### src/rtl/mem_arb_pkg.sv
// Shared types for the instruction/data memory arbiter.
//  req_id_e  : which requester owns a memory access (instruction fetch or data).
//  rsp_tag_t : per-access tag carried alongside the memory read latency so the
//              returning word can be steered to the right response port.
package mem_arb_pkg;

  typedef enum logic {
    REQ_IF = 1'b0,
    REQ_D  = 1'b1
  } req_id_e;

  typedef struct packed {
    logic    v;   // slot holds a live access
    req_id_e id;  // owner of the access
    logic    wr;  // access was a write (ack carries no data)
  } rsp_tag_t;

  localparam rsp_tag_t TAG_IDLE = '{v: 1'b0, id: REQ_IF, wr: 1'b0};

endpackage

### src/rtl/inst_data_mem_arbiter_if.sv
// Bundle of every request, response and memory-side signal of the arbiter.
//  slave  : the arbiter's view (takes requests and read data, drives grants,
//           responses and the memory command).
//  master : the surroundings' view (core pipeline plus memory).
interface inst_data_mem_arbiter_if #(
  parameter int ADDR_W = 10,
  parameter int DATA_W = 32
);
  localparam int BE_W = DATA_W / 8;

  // instruction fetch side
  logic              if_req_valid;
  logic              if_req_ready;
  logic [ADDR_W-1:0] if_addr;
  logic              if_rsp_valid;
  logic [DATA_W-1:0] if_rsp_data;

  // data load/store side
  logic              d_req_valid;
  logic              d_req_ready;
  logic [ADDR_W-1:0] d_addr;
  logic              d_we;
  logic [DATA_W-1:0] d_wdata;
  logic [BE_W-1:0]   d_be;
  logic              d_rsp_valid;
  logic [DATA_W-1:0] d_rsp_data;

  // single-port memory side
  logic              mem_en;
  logic              mem_we;
  logic [ADDR_W-1:0] mem_addr;
  logic [DATA_W-1:0] mem_wdata;
  logic [BE_W-1:0]   mem_be;
  logic [DATA_W-1:0] mem_rdata;

  modport slave (
    input  if_req_valid, if_addr,
    input  d_req_valid, d_addr, d_we, d_wdata, d_be,
    input  mem_rdata,
    output if_req_ready, if_rsp_valid, if_rsp_data,
    output d_req_ready, d_rsp_valid, d_rsp_data,
    output mem_en, mem_we, mem_addr, mem_wdata, mem_be
  );

  modport master (
    output if_req_valid, if_addr,
    output d_req_valid, d_addr, d_we, d_wdata, d_be,
    output mem_rdata,
    input  if_req_ready, if_rsp_valid, if_rsp_data,
    input  d_req_ready, d_rsp_valid, d_rsp_data,
    input  mem_en, mem_we, mem_addr, mem_wdata, mem_be
  );

endinterface

### src/rtl/arb_rsp_pipe.sv
// Fixed-depth delay line of response tags, matching the memory read latency.
//  clk      : clock, rising edge
//  rst_n    : asynchronous active-low clear (drops every in-flight tag)
//  push_tag : tag of the access granted this cycle (v=0 when idle)
//  pop_tag  : tag of the access granted DEPTH cycles ago
module arb_rsp_pipe
  import mem_arb_pkg::*;
#(
  parameter int DEPTH = 1
) (
  input  logic     clk,
  input  logic     rst_n,
  input  rsp_tag_t push_tag,
  output rsp_tag_t pop_tag
);

  for (genvar gi = 0; gi < DEPTH; gi++) begin : g_stage
    rsp_tag_t tag_d;
    rsp_tag_t tag_q;

    if (gi == 0) begin : g_head
      assign tag_d = push_tag;
    end else begin : g_body
      assign tag_d = g_stage[gi-1].tag_q;
    end

    always_ff @(posedge clk or negedge rst_n) begin
      if (!rst_n) begin
        tag_q <= TAG_IDLE;
      end else begin
        tag_q <= tag_d;
      end
    end
  end

  assign pop_tag = g_stage[DEPTH-1].tag_q;

endmodule

### src/rtl/inst_data_mem_arbiter.sv
// Arbiter sharing one single-port synchronous RAM between instruction fetch
// and data load/store. One access is granted per cycle; data normally wins,
// but a fetch that has been refused STARVE_MAX cycles in a row is forced
// through. Read data comes back MEM_LAT cycles after the grant and is steered
// by a tag pipeline to the owner's response port; writes get a data-less ack.
//  clk, rst_n : clock (rising edge), asynchronous active-low reset
//  bus        : request/response handshakes for both requesters and the
//               memory command/read-data port (see inst_data_mem_arbiter_if)
module inst_data_mem_arbiter
  import mem_arb_pkg::*;
#(
  parameter int ADDR_W     = 10,
  parameter int DATA_W     = 32,
  parameter int MEM_LAT    = 1,
  parameter int STARVE_MAX = 4
) (
  input logic                   clk,
  input logic                   rst_n,
  inst_data_mem_arbiter_if.slave bus
);

  localparam int BE_W  = DATA_W / 8;
  localparam int CNT_W = $clog2(STARVE_MAX + 1);

  typedef logic [CNT_W-1:0] cnt_t;

  cnt_t              starve_cnt_q;
  cnt_t              starve_cnt_d;
  logic              starved;
  logic              if_gnt;
  logic              d_gnt;

  logic              drv_en;
  logic              drv_we;
  logic [ADDR_W-1:0] drv_addr;
  logic [DATA_W-1:0] drv_wdata;
  logic [BE_W-1:0]   drv_be;

  rsp_tag_t          push_tag;
  rsp_tag_t          pop_tag;

  // Grants are qualified by rst_n so that no ready or memory strobe can
  // escape while the block is held in reset, even if requesters keep valid.
  always_comb begin
    starved = (starve_cnt_q == cnt_t'(STARVE_MAX));
    if_gnt  = rst_n & bus.if_req_valid & (~bus.d_req_valid | starved);
    d_gnt   = rst_n & bus.d_req_valid & ~if_gnt;
  end

  // Counts consecutive cycles a waiting fetch was refused; saturates so the
  // forced-win condition stays asserted until the fetch actually goes.
  always_comb begin
    starve_cnt_d = starve_cnt_q;
    if (!bus.if_req_valid || if_gnt) begin
      starve_cnt_d = '0;
    end else if (!starved) begin
      starve_cnt_d = starve_cnt_q + cnt_t'(1);
    end
  end

  always_ff @(posedge clk or negedge rst_n) begin
    if (!rst_n) begin
      starve_cnt_q <= '0;
    end else begin
      starve_cnt_q <= starve_cnt_d;
    end
  end

  // Memory command mux; unused fields are forced to 0 rather than passed
  // through so the RAM never sees stale write data on reads or idle cycles.
  always_comb begin
    drv_en    = 1'b0;
    drv_we    = 1'b0;
    drv_addr  = '0;
    drv_wdata = '0;
    drv_be    = '0;
    if (if_gnt) begin
      drv_en   = 1'b1;
      drv_addr = bus.if_addr;
    end else if (d_gnt) begin
      drv_en   = 1'b1;
      drv_we   = bus.d_we;
      drv_addr = bus.d_addr;
      if (bus.d_we) begin
        drv_wdata = bus.d_wdata;
        drv_be    = bus.d_be;
      end
    end
  end

  always_comb begin
    push_tag    = TAG_IDLE;
    push_tag.v  = if_gnt | d_gnt;
    push_tag.id = d_gnt ? REQ_D : REQ_IF;
    push_tag.wr = d_gnt & bus.d_we;
  end

  arb_rsp_pipe #(
    .DEPTH (MEM_LAT)
  ) u_rsp_pipe (
    .clk      (clk),
    .rst_n    (rst_n),
    .push_tag (push_tag),
    .pop_tag  (pop_tag)
  );

  // Response steering: the tag leaving the pipe lines up with mem_rdata for
  // the same access, so the word is passed straight through to its owner.
  always_comb begin
    bus.if_rsp_valid = pop_tag.v & (pop_tag.id == REQ_IF);
    bus.d_rsp_valid  = pop_tag.v & (pop_tag.id == REQ_D);
    bus.if_rsp_data  = bus.if_rsp_valid ? bus.mem_rdata : '0;
    bus.d_rsp_data   = (bus.d_rsp_valid && !pop_tag.wr) ? bus.mem_rdata : '0;
  end

  assign bus.if_req_ready = if_gnt;
  assign bus.d_req_ready  = d_gnt;
  assign bus.mem_en       = drv_en;
  assign bus.mem_we       = drv_we;
  assign bus.mem_addr     = drv_addr;
  assign bus.mem_wdata    = drv_wdata;
  assign bus.mem_be       = drv_be;

endmodule

### src/flat_wrapper.sv
// flat-port wrapper written by rule: the top's interface ports become plain ports
module inst_data_mem_arbiter_flat import mem_arb_pkg::*;
#(
  parameter int ADDR_W     = 10,
  parameter int DATA_W     = 32,
  parameter int MEM_LAT    = 1,
  parameter int STARVE_MAX = 4
)
  (clk, rst_n, bus_if_req_valid, bus_if_addr, bus_d_req_valid, bus_d_addr, bus_d_we, bus_d_wdata, bus_d_be, bus_mem_rdata, bus_if_req_ready, bus_if_rsp_valid, bus_if_rsp_data, bus_d_req_ready, bus_d_rsp_valid, bus_d_rsp_data, bus_mem_en, bus_mem_we, bus_mem_addr, bus_mem_wdata, bus_mem_be);
  inst_data_mem_arbiter_if #(.ADDR_W(ADDR_W), .DATA_W(DATA_W)) bus_i ();
  input logic clk;
  input logic rst_n;
  input wire logic [$bits(bus_i.if_req_valid)-1:0] bus_if_req_valid;
  input wire logic [$bits(bus_i.if_addr)-1:0] bus_if_addr;
  input wire logic [$bits(bus_i.d_req_valid)-1:0] bus_d_req_valid;
  input wire logic [$bits(bus_i.d_addr)-1:0] bus_d_addr;
  input wire logic [$bits(bus_i.d_we)-1:0] bus_d_we;
  input wire logic [$bits(bus_i.d_wdata)-1:0] bus_d_wdata;
  input wire logic [$bits(bus_i.d_be)-1:0] bus_d_be;
  input wire logic [$bits(bus_i.mem_rdata)-1:0] bus_mem_rdata;
  output wire logic [$bits(bus_i.if_req_ready)-1:0] bus_if_req_ready;
  output wire logic [$bits(bus_i.if_rsp_valid)-1:0] bus_if_rsp_valid;
  output wire logic [$bits(bus_i.if_rsp_data)-1:0] bus_if_rsp_data;
  output wire logic [$bits(bus_i.d_req_ready)-1:0] bus_d_req_ready;
  output wire logic [$bits(bus_i.d_rsp_valid)-1:0] bus_d_rsp_valid;
  output wire logic [$bits(bus_i.d_rsp_data)-1:0] bus_d_rsp_data;
  output wire logic [$bits(bus_i.mem_en)-1:0] bus_mem_en;
  output wire logic [$bits(bus_i.mem_we)-1:0] bus_mem_we;
  output wire logic [$bits(bus_i.mem_addr)-1:0] bus_mem_addr;
  output wire logic [$bits(bus_i.mem_wdata)-1:0] bus_mem_wdata;
  output wire logic [$bits(bus_i.mem_be)-1:0] bus_mem_be;
  assign bus_i.if_req_valid = bus_if_req_valid;
  assign bus_i.if_addr = bus_if_addr;
  assign bus_i.d_req_valid = bus_d_req_valid;
  assign bus_i.d_addr = bus_d_addr;
  assign bus_i.d_we = bus_d_we;
  assign bus_i.d_wdata = bus_d_wdata;
  assign bus_i.d_be = bus_d_be;
  assign bus_i.mem_rdata = bus_mem_rdata;
  assign bus_if_req_ready = bus_i.if_req_ready;
  assign bus_if_rsp_valid = bus_i.if_rsp_valid;
  assign bus_if_rsp_data = bus_i.if_rsp_data;
  assign bus_d_req_ready = bus_i.d_req_ready;
  assign bus_d_rsp_valid = bus_i.d_rsp_valid;
  assign bus_d_rsp_data = bus_i.d_rsp_data;
  assign bus_mem_en = bus_i.mem_en;
  assign bus_mem_we = bus_i.mem_we;
  assign bus_mem_addr = bus_i.mem_addr;
  assign bus_mem_wdata = bus_i.mem_wdata;
  assign bus_mem_be = bus_i.mem_be;
  inst_data_mem_arbiter #(.ADDR_W(ADDR_W), .DATA_W(DATA_W), .MEM_LAT(MEM_LAT), .STARVE_MAX(STARVE_MAX)) u_core (.clk(clk), .rst_n(rst_n), .bus(bus_i));
endmodule
### config.mk
export PLATFORM = sky130hd
export DESIGN_NAME = inst_data_mem_arbiter_flat
export DESIGN_NICKNAME = d
export VERILOG_FILES = /design/src/rtl/mem_arb_pkg.sv /design/src/rtl/inst_data_mem_arbiter_if.sv /design/src/rtl/arb_rsp_pipe.sv /design/src/rtl/inst_data_mem_arbiter.sv /design/src/flat_wrapper.sv
export SDC_FILE = /design/constraint.sdc
export NUM_CORES = 1
export LEC_CHECK = 0
export ABC_CLOCK_PERIOD_IN_PS = 2200
export CORE_MARGIN = 3
export CORE_UTILIZATION = 24
export CTS_BUF_LIST = sky130_fd_sc_hd__clkbuf_8 sky130_fd_sc_hd__clkbuf_16
export CTS_CLUSTER_SIZE = 8
export DETAILED_ROUTE_END_ITERATION = 16
export MAX_ROUTING_LAYER = met4
export PLACE_DENSITY = 0.84
export SYNTH_ARGS = -nofsm -noshare
export SYNTH_HDL_FRONTEND = slang
export SYNTH_HIERARCHICAL = 1
export SYNTH_SLANG_ARGS = --single-unit
### constraint.sdc
create_clock -name clk -period 2.2 [get_ports clk]
set_clock_uncertainty 0.2 [all_clocks]
set_input_delay 0.44 -clock clk [delete_from_list [all_inputs] [get_ports clk]]
set_output_delay 0.44 -clock clk [all_outputs]
set_load 0.01 [all_outputs]
==> impl_metrics.csv <==
group,metric,value,unit
run_status,status,"finished, final reports clean",
clocking,clk_pin_slew,40,ps
worst_hold_path,hp-class,"in2async",
critical_path,arrival,1530,ps
synth,synth_simple_gate_area_frac,0.6877,
global_routing,first_global_vias,2256,
critical_path,crit_family,"simple AND/OR/NAND/NOR gates",
synth,synth_top_family_by_area,"simple AND/OR/NAND/NOR gates",
clocking,cts_sinks,6,
die,core_area,5540,sq um
routing,wl_per_cell,14.33,um
final_layout,final-seq-area,150.1,sq um
place,dpl-instance-area,3656,sq um
global_routing,grt_use_total,0.1939,
die,initial_core_util,0.2509,
sta,rsz0062_at_grt,"true",
power,p_int,0.5534,mW
routing,vias,2356,
critical_path,cp_cell_sequence,"inv_2 > ha_4 > and3_4 > buf_12 > nor3_1 > buf_2",
critical_path,crit_slowest_cell,"dfrtp_1",
die,fp.dieH,82.11,um
routing,drt-pass1-iter-count,6,
synth,synth.distinct_cells,26,
power,p_sw_frac,0.3246,
clocking,cts_root_buf,"clkbuf_8",
sta,maxSlewViolCount,0,
synth,synth_mux_area_frac,0.008101,
critical_path,crit_path_end_kind,"output port",
global_routing,grt_max_degree,34,
synth,syn_inst,226,
synth,synth_compound_area_frac,0.07741,
final_layout,nets,533,
die,chipWidth,82.11,um
final_layout,postLayoutCoreUtil,0.6504,
power,peakVddDrop,0.0002580,V
place,hpwlAfterDp,5752,um
final_layout,multi_input_area,1225,sq um
synth,synth_area,1390,sq um
clocking,numCtsBuffers,3,
global_routing,antenna_found_initial,0,
die,dieArea,6741,sq um
place,place_ws,-507.5,ps
job,maxCapViolCount,0,
critical_path,max_stage_delay,360,ps
sta,setup_ws,27.83,ps
synth,synth_nets,321,
power,p_switching,0.2659,mW
sta,fin_crit_sh,0.9874,
synth,synth_fa_ha_area_frac,0.01800,
critical_path,cp_max_fo,14,
global_routing,grt_pass1_wl,10150,um
final_layout,final_common_cell,"clkdlybuf4s50_1",
critical_path,cp_num_buf_inv,3,
final_layout,drive_gt1_frac,0.2569,
routing,antenna_left,0,
critical_path,path_class,"reg2out",
power,clock_power_share,0.198,
final_layout,final_cell_mix,"clkdlybuf4s50_1 (89), dlygate4sd2_1 (68), and2_1 (66)",
sta,fmax,460.4,MHz
sta,tightestPinTransition,243.9,ps
critical_path,startpoint,"u_core/starve_cnt_q[1]$_DFFE_PN0P_",
place,port_buffers,208,
routing,viasPerCell,4.638,
clocking,holdBufCountCts,0,
routing,drt-initial-drc-count,52,
die,io_pins,209,
critical_path,cp.required,1560,ps
final_layout,n_fill_cell,546,
power,power.leakage,1.866,nW
clocking,htreeDepth,1,
routing,drc,0,
sta,setup_tns,0,ps
sta,finalSetupViolCount,0,
critical_path,cp-start-kind,"flop",
synth,synthXorXnorAreaFrac,0,
final_layout,finish.instance_area,3603,sq um
synth,yosysSeqAreaShare,0.1080,
place,routabilityCongestion,0.7504,
clocking,ctsLongestPathBuffers,2,
routing,finalWirelength,7280,um
global_routing,overflow,0,
final_layout,syn_to_final_growth,159.2,%
clocking,clk_latency,220,ps
final_layout,antenna_cells,0,
synth,syn_avg_cell_area,6.151,sq um
power,combPwrFrac,0.654,
sta,finalWorstPathRequiredPeriod,2172,ps
power,seqPwrFrac,0.148,
clocking,cts_tree,"built",
sta,slew-limit-headroom,0.8364,
synth,synth-seq-cells,6,
power,powerDensity,227.4,nW/um^2
sta,hold_violations,0,
die,num_rows,27,
critical_path,r2r-start,"u_core/starve_cnt_q[1]$_DFFE_PN0P_",
synth,ys_warn_count,6,
worst register-to-register path, stage by stage (launching register included):
cell and delay, ps:
dfrtp_1 380, inv_2 80, ha_4 140, buf_6 100, buf_4 120, mux2_2 330
a211oi_1 280
Yosys cell counts (all sizes together):
cell	n	area share
a211oi	1	0.0054
a21boi	1	0.0054
and2	66	0.30
and3	1	0.0045
and3b	1	0.0063
buf	10	0.050
clkbuf	17	0.046
dfrtp	6	0.11
ha	2	0.018
inv	2	0.0054
mux2	1	0.0081
nand2	39	0.11
nand2b	1	0.0045
nand3	20	0.072
nand4	1	0.0045
nand4b	1	0.0063
nor2	2	0.0054
nor2b	2	0.0090
nor3	36	0.16
nor3b	2	0.011
o21a	1	0.0054
o21ai	1	0.0036
o22ai	10	0.045
o32ai	2	0.013
cell type report:
type                       instances  area share
timing repair buffer             234      0.5799
clock buffer                       3     0.01146
sequential                         6     0.04167
tap                               72     0.02500
multi-input combinational        191      0.3399
inverter                           2    0.002083
power by group through the flow:
stage	clock network [mW]	registers [mW]	logic [mW]
after floorplan	0	0.122	0.185
after global placement	0	0.121	0.551
after detailed placement	0	0.122	0.559
after CTS	0.167	0.121	0.516
after global routing	0.180	0.122	0.581
final	0.163	0.121	0.535
through the flow:
step / power (mW) / hold WS [ps] / instances
after floorplan: 0.3064 / -55.59 / 226
after global placement: 0.6724 / 371.4 / 499
after detailed placement: 0.6806 / 370.4 / 499
after CTS: 0.8043 / 393.7 / 506
after global routing: 0.8826 / 440.4 / 508
final: 0.8193 / 422.2 / 508
path summary, 6_finish.rpt:
kind / to / slack (ps) / depth (start not counted)
min in group clk: u_core/starve_cnt_q[2]$_DFFE_PN0P_ / 420 / 2
max in group asynchronous: u_core/u_rsp_pipe/pop_tag[2]$_DFF_PN0_ / 1250 / 3
worst min register to register: u_core/starve_cnt_q[2]$_DFFE_PN0P_ / 420 / 2
worst max-delay path: bus_mem_wdata[15] / 30 / 6
worst min-delay path: u_core/starve_cnt_q[2]$_DFFE_PN0P_ / 420 / 3
worst max register to register: u_core/starve_cnt_q[2]$_DFFE_PN0P_ / 460 / 6
cell families (layout without fill, tap and decap cells):
group           after synthesis  count (layout)
flops                         6               6
fa+ha+maj                     2               2
buf+inv                      29             239
simple gates                172             172
mux                           1               1
compound gates               16              16
flip-flops by register name (all words and copies together), names as in the netlist:
register / cells
u_core/u_rsp_pipe/pop_tag: 3
u_core/starve_cnt_q: 3
routing by layer:
layer,vias to the layer above,track usage,part of all wire
li1,1180,-,-
met1,1039,0.1883,0.34
met2,133,0.3901,0.55
met3,4,0.04013,0.094
met4,0,0.03987,0.0078
met5,-,-,0
timing repair:
| action | in CTS | in global routing |
|---|---|---|
| setup endpoints to repair | 114 | 41 |
| endpoints found under the hold margin | 0 | 0 |
| buffers inserted | 1 | 2 |
| cloned | 3 | 1 |
| gates resized for setup | 284 | 23 |
| pin swaps | 1 | 3 |
(Power assumes the default switching activity.)
